===== config.mk =====
export PLATFORM = sky130hd
export DESIGN_NAME = serial_add_ctrl
export DESIGN_NICKNAME = d
export VERILOG_FILES = /design/src/rtl/serial_add_pkg.sv /design/src/rtl/full_adder.sv /design/src/rtl/serial_add_ctrl.sv
export SDC_FILE = /design/constraint.sdc
export NUM_CORES = 1
export LEC_CHECK = 0
export CORE_MARGIN = 3
export CORE_UTILIZATION = 30
export CTS_CLUSTER_DIAMETER = 50
export CTS_CLUSTER_SIZE = 8
export DETAILED_ROUTE_END_ITERATION = 6
export GPL_ROUTABILITY_DRIVEN = 0
export PLACE_DENSITY = 0.59
export SYNTH_ARGS = -nofsm -noshare
export SYNTH_HDL_FRONTEND = slang
export SYNTH_SLANG_ARGS = --single-unit

===== constraint.sdc =====
create_clock -name clk -period 1.7 [get_ports clk]
set_input_delay 0.17 -clock clk [delete_from_list [all_inputs] [get_ports clk]]
set_output_delay 0.17 -clock clk [all_outputs]
set_load 0.02 [all_outputs]

===== src/rtl/serial_add_pkg.sv =====
// Shared types and helpers for the bit-serial adder controller.
// The counter width helper keeps WIDTH=1 from producing a zero-width counter.
package serial_add_pkg;

    typedef enum logic [1:0] {
        IDLE,
        ADD,
        DONE
    } sa_state_t;

    function automatic int cnt_w(input int w);
        return (w <= 1) ? 1 : $clog2(w);
    endfunction

endpackage


===== src/rtl/full_adder.sv =====
// Single-bit full adder cell, shared across every bit position by the controller.
module full_adder (
    input  logic a,
    input  logic b,
    input  logic cin,
    output logic s,
    output logic c
);

    assign s = a ^ b ^ cin;
    assign c = (a & b) | (cin & (a ^ b));

endmodule


===== src/rtl/serial_add_ctrl.sv =====
// Bit-serial adder: one full_adder cell adds two WIDTH-bit operands LSB first,
// one bit per clock, with a start/busy/done handshake and registered results.
module serial_add_ctrl
    import serial_add_pkg::*;
#(
    parameter int WIDTH = 8
) (
    input  logic             clk,
    input  logic             rst,
    input  logic             start,
    input  logic [WIDTH-1:0] a,
    input  logic [WIDTH-1:0] b,
    input  logic             cin,
    output logic             busy,
    output logic             done,
    output logic [WIDTH-1:0] sum,
    output logic             cout
);

    localparam int            CW       = cnt_w(WIDTH);
    localparam logic [CW-1:0] CNT_LAST = CW'(WIDTH - 1);

    sa_state_t        state_q, state_d;
    logic [WIDTH-1:0] a_sh_q,  a_sh_d;
    logic [WIDTH-1:0] b_sh_q,  b_sh_d;
    logic [WIDTH-1:0] s_sh_q,  s_sh_d;
    logic             carry_q, carry_d;
    logic [CW-1:0]    cnt_q,   cnt_d;
    logic             busy_q,  busy_d;
    logic             done_q,  done_d;
    logic [WIDTH-1:0] sum_q,   sum_d;
    logic             cout_q,  cout_d;

    logic             fa_s;
    logic             fa_c;
    logic [WIDTH-1:0] s_shift;

    full_adder u_fa (
        .a   (a_sh_q[0]),
        .b   (b_sh_q[0]),
        .cin (carry_q),
        .s   (fa_s),
        .c   (fa_c)
    );

    // New sum bit enters at the MSB; after WIDTH slices bit 0 has reached the LSB.
    generate
        if (WIDTH == 1) begin : g_shift_w1
            assign s_shift = fa_s;
        end else begin : g_shift_wn
            assign s_shift = {fa_s, s_sh_q[WIDTH-1:1]};
        end
    endgenerate

    always_comb begin
        state_d = state_q;
        a_sh_d  = a_sh_q;
        b_sh_d  = b_sh_q;
        s_sh_d  = s_sh_q;
        carry_d = carry_q;
        cnt_d   = cnt_q;
        busy_d  = busy_q;
        done_d  = 1'b0;
        sum_d   = sum_q;
        cout_d  = cout_q;

        case (state_q)
            IDLE: begin
                busy_d = 1'b0;
                if (start) begin
                    a_sh_d  = a;
                    b_sh_d  = b;
                    carry_d = cin;
                    cnt_d   = '0;
                    busy_d  = 1'b1;
                    state_d = ADD;
                end
            end
            ADD: begin
                s_sh_d  = s_shift;
                carry_d = fa_c;
                a_sh_d  = a_sh_q >> 1;
                b_sh_d  = b_sh_q >> 1;
                cnt_d   = cnt_q + CW'(1);
                if (cnt_q == CNT_LAST) begin
                    sum_d   = s_shift;
                    cout_d  = fa_c;
                    done_d  = 1'b1;
                    state_d = DONE;
                end
            end
            DONE: begin
                busy_d  = 1'b0;
                state_d = IDLE;
            end
            default: begin
                busy_d  = 1'b0;
                state_d = IDLE;
            end
        endcase
    end

    always_ff @(posedge clk or posedge rst) begin
        if (rst) begin
            state_q <= IDLE;
            a_sh_q  <= '0;
            b_sh_q  <= '0;
            s_sh_q  <= '0;
            carry_q <= 1'b0;
            cnt_q   <= '0;
            busy_q  <= 1'b0;
            done_q  <= 1'b0;
            sum_q   <= '0;
            cout_q  <= 1'b0;
        end else begin
            state_q <= state_d;
            a_sh_q  <= a_sh_d;
            b_sh_q  <= b_sh_d;
            s_sh_q  <= s_sh_d;
            carry_q <= carry_d;
            cnt_q   <= cnt_d;
            busy_q  <= busy_d;
            done_q  <= done_d;
            sum_q   <= sum_d;
            cout_q  <= cout_d;
        end
    end

    assign busy = busy_q;
    assign done = done_q;
    assign sum  = sum_q;
    assign cout = cout_q;

endmodule


==> results of run 1 <==
## worst reg2reg max path, delay by kind of cell, from the launching register on
kind | cells | cell delay (ps)
multiplexers | 1 | 360
buffers and inverters | 1 | 150
AND/OR/NAND/NOR | 2 | 550
flip-flops | 1 | 390
## synthesized netlist by cell type (2+ instances only)
cell type | n | area (um^2)
a21oi_1 | 2 | 10.0
buf_2 | 3 | 15.0
a22o_1 | 2 | 17.5
o221a_2 | 2 | 22.5
ha_1 | 2 | 25.0
o21ai_0 | 6 | 30.0
nor3b_1 | 5 | 37.5
nor3_1 | 4 | 20.0
a22oi_1 | 3 | 22.5
nand2_1 | 27 | 101
nand3b_1 | 5 | 37.5
nor2_1 | 2 | 7.51
nand2b_1 | 3 | 18.8
mux2_2 | 9 | 101
a211oi_1 | 4 | 30.0
o22a_1 | 5 | 43.8
nor2b_1 | 3 | 18.8
nand3_1 | 3 | 15.0
inv_1 | 7 | 26.3
dfrtp_1 | 40 | 1000
a2bb2oi_1 | 5 | 43.8
clkbuf_1 | 4 | 15.0
## kinds of logic after synthesis
logic type,Yosys count,share of synthesized area
DFF,40,0.576
buffers and inverters,17,0.0410
muxes,9,0.0583
and+or+nand+nor,56,0.163
AOI/OAI and AO/OA,30,0.135
adders and majority gates,3,0.0259
## flip-flops by register name, indices dropped and copies added, names as in the netlist
register / count
a_sh_q: 8
b_sh_q: 8
busy: 1
carry_q: 1
cnt_q: 3
cout: 1
done: 1
s_sh_q: 7
state_q: 2
sum: 8
## routing by layer
layer	vias up	part of all wire
li1	605	-
met4	0	0.020
met1	590	0.50
met2	17	0.45
met5	-	0
met3	6	0.026
## power by group
group | internal (uW) | switching, uW
Sequential | 1380 | 244
Clock | 330 | 331
Combinational | 795 | 808
Total | 2510 | 1380
## worst paths after layout
check | start | endpoint | slack [ps] | cells after the start
max | state_q[1] | sum[2] | 140 | 4
min | rst | s_sh_q[1] | 290 | 3
max reg2reg | state_q[1] | sum[2] | 140 | 4
min reg2reg | s_sh_q[6] | s_sh_q[5] | 490 | 2
max in group asynchronous | rst | a_sh_q[5] | 1060 | 3
min in group clk | a[7] | a_sh_q[7] | 440 | 3
## final cells by class
type / instances / area (um^2)
Clock inverter: 1 / 7.51
Fill cell: 558 / 3310
Multi-Input combinational cell: 98 / 666
Timing Repair Buffer: 36 / 345
Inverter: 8 / 30.0
Tap cell: 72 / 90.1
Clock buffer: 7 / 86.3
Sequential cell: 40 / 1000
## stage by stage
stage | hold slack, ps | cell area, um^2
finish | 291 | 2230
global route | 330 | 2230
CTS | 305 | 2230
detailed placement | 488 | 2130
global placement | 468 | 2130
floorplan | 306 | 1740
==> flow_summary.json, run 1 <==
{
  "worst_setup_path_end_kind": "register",
  "cp_data_required_time_ps": 1880,
  "vdd_drop_max_uv": 630,
  "use_met3": 0.0293,
  "cts_max_path_buffers": 2,
  "synthFlopType": "dfrtp_1",
  "async_reset_ff_frac": 1.00,
  "worst-path-max-fanout": 13,
  "portBuffers": 30,
  "crit_chain": "nor2b_2 > nand2_2 > clkinv_1 > mux2_2",
  "post-place-ws_ps": 58.8,
  "ys_seq_elements": 40,
  "h-tree-depth": 2,
  "min_path_type": "primary input to async pin",
  "synth_edf_count": 0,
  "syn_area_um2": 1740,
  "netlist_instances": 155,
  "finalNonFillerCells": 262,
  "ys_types": 31,
  "grt_pass1_vias": 1179,
  "boundaryPins": 31,
  "grt_first_pass_wirelength_um": 6060,
  "cts_root_buffer": "clkbuf_8",
  "layout_commonest_cell": "dfrtp_1",
  "tightest_slew_ps": 523,
  "critical_path_class": "register to register",
  "wl_um": 3650,
  "synth_nets": 178,
  "cts_resized": 0,
  "clk_pin_slew_ps": 80,
  "rsz0062_at_grt": "false",
  "grt_max_degree": 41,
  "drive_above_1_share": 0.147,
  "drv_cap": 0,
  "outcome": "finished clean",
  "syn2layout_area_growth_pct": 28.1,
  "p_leak_uw": 0.000979,
  "slew_headroom": 0.650,
  "avgSynthCellArea_um2": 11.2,
  "die_w_um": 82.1,
  "grt_util_met1": 0.170,
  "period_share": 0.919,
  "antenna_left": 0,
  "yosysSeqAreaShare": 0.576,
  "busiest_layer": "met2",
  "clock.fmax_mhz": 640,
  "numCtsBuffers": 5,
  "cts_tree": "built",
  "cts_setup_buffers": 0,
  "min_period_ps": 1560,
  "drcViolationCount": 0,
  "final_cell_mix": "dfrtp_1 (40), clkdlybuf4s50_1 (30), nand2_1 (27)",
  "cts_hold_buffers": 0,
  "utilization": 0.402,
  "worstPathArrival_ps": 1740,
  "path_buf_inv": 1,
  "initial_utilization": 0.314,
  "finalPower_uw": 3890,
  "yosys_warnings": 0,
  "met2_usage": 0.171,
  "p_per_area_nw_per_um2": 1750,
  "critPathMaxStageDelay_ps": 440,
  "coreArea_um2": 5540,
  "vias_per_cell": 4.65,
  "startpoint_type": "register",
  "num_rows": 27,
  "finalClockSkew_ps": 5.36,
  "place_inst": 254,
  "grt_overflow_total": 0,
  "die_area_um2": 6740,
  "nNetsFinal": 212,
  "n_antenna_cell": 0,
  "drt_pass1_iterations": 4,
  "routedWlPerCell_um": 13.9,
  "vias": 1218,
  "drt_iter0_drc": 63,
  "final.setup.tns_ps": 0,
  "die_h_um": 82.1,
  "hold_violations": 0,
  "worst_path_max_delay_cell": "nor2b_2",
  "clock_sinks": 40,
  "drv_slew": 0,
  "finalSetupViolCount": 0,
  "setup_ws_ps": 137,
  "path_delay_family": "simple AND/OR/NAND/NOR gates",
  "grt_usage": 0.120,
  "grt_antenna_before_repair": 0,
  "clock_latency_ps": 290,
  "dp_hpwl_um": 2470
}
No activity file was read; power rests on OpenSTA's default activity.
==> inputs of run 2 (changes only) <==
--- a/config.mk
+++ b/config.mk
@@ -14,4 +14,5 @@
 export PLACE_DENSITY = 0.59
 export SYNTH_ARGS = -nofsm -noshare
 export SYNTH_HDL_FRONTEND = slang
+export SYNTH_HIERARCHICAL = 1
 export SYNTH_SLANG_ARGS = --single-unit
==> run 2 against run 1 <==
  * Design area is 2.4% higher
  * Worst hold slack better by 2.8 ps
  * Non-clock buffer count is 2 higher
  * Clock power is 23% higher
  * Maximum frequency is 8.2% higher
  * Die area is 1.7% higher
==> flow_summary.json, run 2 <==
{
  "wl_um": 3600,
  "netlist_instances": 153,
  "synth_nets": 176,
  "synthTopCellsByArea": "dfrtp_1 (57%), mux2_4 (7.6%), nand2_1 (5.5%)",
  "cp-endpoint": "sum[1]",
  "die_h_um": 82.8,
  "vias": 1230,
  "finalPower_uw": 4200,
  "min_path_type": "primary input to async pin",
  "path_delay_family": "buffers and inverters",
  "num_rows": 27,
  "rr_startpoint": "cnt_q[0]",
  "cts_hold_buffers": 0,
  "grt_overflow_total": 0,
  "grt_first_pass_wirelength_um": 6350,
  "synth.largest_area_cell": "dfrtp_1",
  "p_per_area_nw_per_um2": 1840,
  "h-tree-depth": 2,
  "drv_cap": 0,
  "synthFlopType": "dfrtp_1",
  "numCtsBuffers": 5,
  "min_period_ps": 1440,
  "ys_types": 30,
  "die_w_um": 82.8,
  "vdd_drop_max_uv": 765,
  "drv_slew": 0,
  "grt_max_degree": 41,
  "drcViolationCount": 0,
  "antenna_left": 0,
  "yosysTopAreaCellShare": 0.565,
  "clock_sinks": 40,
  "worst_path_max_delay_cell": "clkdlybuf4s50_1",
  "cts_root_buffer": "clkbuf_8",
  "layout_commonest_cell": "dfrtp_1",
  "cp_data_required_time_ps": 1530,
  "drive_above_1_share": 0.147,
  "async_reset_ff_frac": 1.00,
  "grt_usage": 0.116,
  "grt_pass1_vias": 1320,
  "critical_path_class": "register to output pin",
  "initial_utilization": 0.316,
  "cp.depth": 1,
  "dp_hpwl_um": 2480,
  "drt_pass1_iterations": 4,
  "clock_latency_ps": 300,
  "crit_chain": "clkdlybuf4s50_1",
  "post-route-cell-area_um2": 2280,
  "worstPathArrival_ps": 1270,
  "cts_tree": "built",
  "worst_setup_path_end_kind": "output pin",
  "clock.fmax_mhz": 692,
  "avgSynthCellArea_um2": 11.6,
  "ys_seq_elements": 40,
  "routedWlPerCell_um": 13.8,
  "grt_antenna_before_repair": 0,
  "vias_per_cell": 4.69,
  "cts_setup_buffers": 0,
  "critPathMaxStageDelay_ps": 600,
  "portBuffers": 30,
  "syn2layout_area_growth_pct": 28.8,
  "rsz0062_at_grt": "false",
  "ys_top_cells_by_count": "dfrtp_1 (40), nand2_1 (26), nor3_1 (10), mux2_4 (9)",
  "r2r_cells": 4,
  "worst-path-max-fanout": 2,
  "yosysSeqAreaShare": 0.565,
  "hold_violations": 0,
  "slew_headroom": 0.662,
  "utilization": 0.407,
  "rrSetupSlack_ps": 270,
  "period_share": 0.850,
  "coreArea_um2": 5610,
  "crit_start": "sum[1]",
  "yosys_warnings": 6,
  "outcome": "finished clean",
  "nNetsFinal": 212,
  "final.setup.tns_ps": 0,
  "final_cell_mix": "dfrtp_1 (40), clkdlybuf4s50_1 (30), nand2_1 (26)",
  "clk_pin_slew_ps": 90,
  "tightest_slew_ps": 506,
  "syn_area_um2": 1770,
  "yosysMostFrequentCell": "dfrtp_1",
  "die_area_um2": 6860,
  "cts_resized": 0,
  "drt_iter0_drc": 68,
  "p_leak_uw": 0.00102,
  "finalSetupViolCount": 0,
  "rr_endpoint": "sum[6]",
  "n_antenna_cell": 0,
  "dpl_cell_area_um2": 2160,
  "synth_edf_count": 0,
  "boundaryPins": 31,
  "finalClockSkew_ps": 8.69,
  "cts_max_path_buffers": 2,
  "startpoint_type": "register",
  "path_buf_inv": 1
}
-- run 2: logic make-up (layout without fill, tap and decap cells) --
family,count (synthesis),after routing,share of synthesized area
simple gates,52,52,0.146
compound gates,32,32,0.139
buf+inv,17,54,0.0488
flops,40,40,0.565
mux,9,9,0.0763
fa+ha+maj,3,3,0.0254
-- run 2: report_power, final --
part	leakage [uW]	internal, uW	switching (uW)
registers	0.000484	1400	269
logic	0.000486	901	819
clock network	0.0000548	442	368
total	0.00102	2740	1460
-- run 2: per-stage QoR --
| stage | cells | hold slack [ps] | setup WS, ps |
|---|---|---|---|
| floorplan | 153 | 306 | 273 |
| global placement | 254 | 461 | 275 |
| detailed placement | 254 | 484 | 242 |
| CTS | 262 | 305 | 229 |
| global route | 262 | 351 | 190 |
| finish | 262 | 294 | 256 |
-- run 2: tightest hold or removal path: cells and delay by family --
| family | cells | cell delay [ps] |
|---|---|---|
| buf+inv | 3 | 880 |
-- run 2: how the worst min path moves through the flow --
stage,depth (start not counted),to,slack [ps],from
5_1_grt,3,s_sh_q[4],350,rst
6_report,3,sum[4],290,rst
3_5_place_dp,2,s_sh_q[1],480,s_sh_q[1]
3_3_place_gp,2,s_sh_q[1],460,s_sh_q[1]
4_1_cts,3,sum[4],310,rst
2_1_floorplan,2,b_sh_q[7],310,b[7]
-- run 2: area by class of cell --
| cell class | instances | area, um^2 |
|---|---|---|
| Inverter | 8 | 30.0 |
| Clock buffer | 5 | 68.8 |
| Multi-Input combinational cell | 96 | 683 |
| Sequential cell | 40 | 1000 |
| Timing Repair Buffer | 38 | 360 |
| Tap cell | 72 | 90.1 |
| Fill cell | 570 | 3330 |
| Clock inverter | 3 | 46.3 |
-- run 2: layer usage --
metal  global-route usage  routed length (um)  vias up
met4               0.0579                  58        0
met2                0.171                1620       29
met1                0.155                1770      599
li1                     -                   -      598
met3               0.0347                 158        4
met5                    0                   0        -
==> inputs of run 3 (changes only) <==
--- a/config.mk
+++ b/config.mk
@@ -11,7 +11,7 @@
 export CTS_CLUSTER_SIZE = 8
 export DETAILED_ROUTE_END_ITERATION = 6
 export GPL_ROUTABILITY_DRIVEN = 0
-export PLACE_DENSITY = 0.59
+export PLACE_DENSITY = 0.61
 export SYNTH_ARGS = -nofsm -noshare
 export SYNTH_HDL_FRONTEND = slang
 export SYNTH_HIERARCHICAL = 1
==> constraint.sdc (replaced) <==
create_clock -name clk -period 1.2 [get_ports clk]
set_input_delay 0.12 -clock clk [delete_from_list [all_inputs] [get_ports clk]]
set_output_delay 0.12 -clock clk [all_outputs]
set_load 0.02 [all_outputs]
==> run 3 against run 2 <==
  * The flow now finishes with violations (setup timing)
  * Sequential cell count stayed put
  * Routed wire length is 4.9% higher
  * Via count is 6.5% higher
  * Register-to-register slack worse by 400 ps
  * Final cell count is 7.3% higher
  * Critical path type is now register to register
  * Largest power group unchanged
==> flow_summary.json, run 3 (synthesis gave the netlist of run 2 again) <==
{
  "rrSetupSlack_ps": -130,
  "p_int_uw": 4360,
  "die_area_um2": 6860,
  "path_delay_family": "flip-flops",
  "drt_pass1_iterations": 4,
  "grt_overflow_total": 0,
  "numCtsBuffers": 5,
  "tightest_slew_ps": 307,
  "worst_path_max_delay_cell": "dfrtp_1",
  "portBuffers": 30,
  "p_leak_uw": 0.00119,
  "antenna_left": 0,
  "nNetsFinal": 231,
  "power_switching_uw": 2320,
  "worst_setup_path_end_kind": "register",
  "grt_pass1_vias": 1328,
  "startpoint_type": "register",
  "num_rows": 27,
  "dp_hpwl_um": 2550,
  "rsz0062_at_grt": "true",
  "die_h_um": 82.8,
  "grt_first_pass_wirelength_um": 6660,
  "h-tree-depth": 2,
  "combPwrFrac": 0.473,
  "cts_hold_buffers": 0,
  "clock_sinks": 40,
  "switching_share": 0.347,
  "drv_cap": 0,
  "vias_per_cell": 4.66,
  "clk_pin_slew_ps": 80,
  "final_cell_mix": "dfrtp_1 (38), nand2_1 (26), buf_4 (20)",
  "setup_ws_ps": -132,
  "clock_latency_ps": 290,
  "clockPowerShare": 0.173,
  "drt_iter0_drc": 41,
  "crit_chain": "ha_2 > ha_4 > and2_4 > mux2_4",
  "vias": 1310,
  "post-place-ws_ps": -206,
  "drcViolationCount": 0,
  "routedWlPerCell_um": 13.5,
  "cts_tree": "built",
  "cp_data_required_time_ps": 1380,
  "critical_path_class": "register to register",
  "finalClockSkew_ps": 6.77,
  "hold_violations": 0,
  "finalSetupViolCount": 19,
  "drive_above_1_share": 0.402,
  "grt_max_degree": 41,
  "slew_headroom": 0.795,
  "seqPwrFrac": 0.355,
  "min_period_ps": 1330,
  "grt_usage": 0.118,
  "clock.fmax_mhz": 751,
  "cts_root_buffer": "clkbuf_8",
  "violations": "setup timing",
  "n_antenna_cell": 0,
  "worstPathArrival_ps": 1510,
  "grt_antenna_before_repair": 0,
  "initial_utilization": 0.316,
  "p_per_area_nw_per_um2": 2510,
  "cts_max_path_buffers": 2,
  "worst-path-max-fanout": 5,
  "syn2layout_area_growth_pct": 50.4,
  "outcome": "finished, violations left",
  "holdWs_ps": 186,
  "period_share": 1.11,
  "critPathMaxStageDelay_ps": 390,
  "drv_slew": 0,
  "layout_commonest_cell": "dfrtp_1",
  "boundaryPins": 31,
  "vdd_drop_max_uv": 1030,
  "coreArea_um2": 5610,
  "wl_um": 3780,
  "min_path_type": "primary input to async pin",
  "die_w_um": 82.8,
  "path_buf_inv": 0
}
==> run 3: path summary, 6_finish.rpt <==
kind                              end  startpoint  cells past startpoint
min reg2reg                 s_sh_q[1]   s_sh_q[1]                      2
max                            sum[6]    cnt_q[1]                      4
max in group asynchronous  state_q[0]         rst                      3
max reg2reg                    sum[6]    cnt_q[1]                      4
min                            sum[3]         rst                      3
min in group clk            b_sh_q[7]        b[7]                      3
==> run 3: timing repair <==
action                     4_1_cts  5_1_grt
pin swaps                       13        9
gates cloned                     2        0
buffers inserted                 2        4
setup endpoints to repair       36       27
gates resized for setup         23       37
==> run 3: layout make-up <==
| type | count | area, um^2 |
|---|---|---|
| sequential | 40 | 1000 |
| timing repair buffer | 55 | 509 |
| fill | 536 | 2950 |
| clock buffer | 6 | 82.6 |
| tap | 72 | 90.1 |
| inverter | 8 | 33.8 |
| clock inverter | 2 | 38.8 |
| multi-input combinational | 98 | 905 |
==> run 3: routing by layer <==
layer  share of wire  up-vias  track usage  routed length, um
met1            0.48      629        0.163               1810
met5               0        -            0                  0
met2            0.47       33        0.182               1770
met3           0.047        4       0.0327                176
met4          0.0061        0       0.0312                 23
li1                -      644            -                  -
==> run 3: stage by stage <==
step | TNS [ps] | instances | total power (uW) | utilization | area, um^2
finish | -1500 | 281 | 6670 | 0.475 | 2660
global route | -2510 | 281 | 7160 | 0.475 | 2660
CTS | -1300 | 277 | 6350 | 0.441 | 2470
detailed placement | -4430 | 265 | 5110 | 0.407 | 2280
global placement | -4170 | 265 | 5010 | 0.407 | 2280
floorplan | -1670 | 153 | 4080 | - | 1800
==> run 3: worst register-to-register path, cell delays in order (launching register included) <==
cell and delay (ps):
dfrtp_1 390, ha_2 200, ha_4 160, and2_4 170, mux2_4 300
==> run 3: power groups by stage <==
stage                     registers, uW  logic, uW  clock network, uW
after floorplan                    2500       1580                  0
after global placement             2360       2650                  0
after detailed placement           2380       2730                  0
after CTS                          2350       2810               1190
after global routing               2460       3440               1260
final                              2370       3150               1150
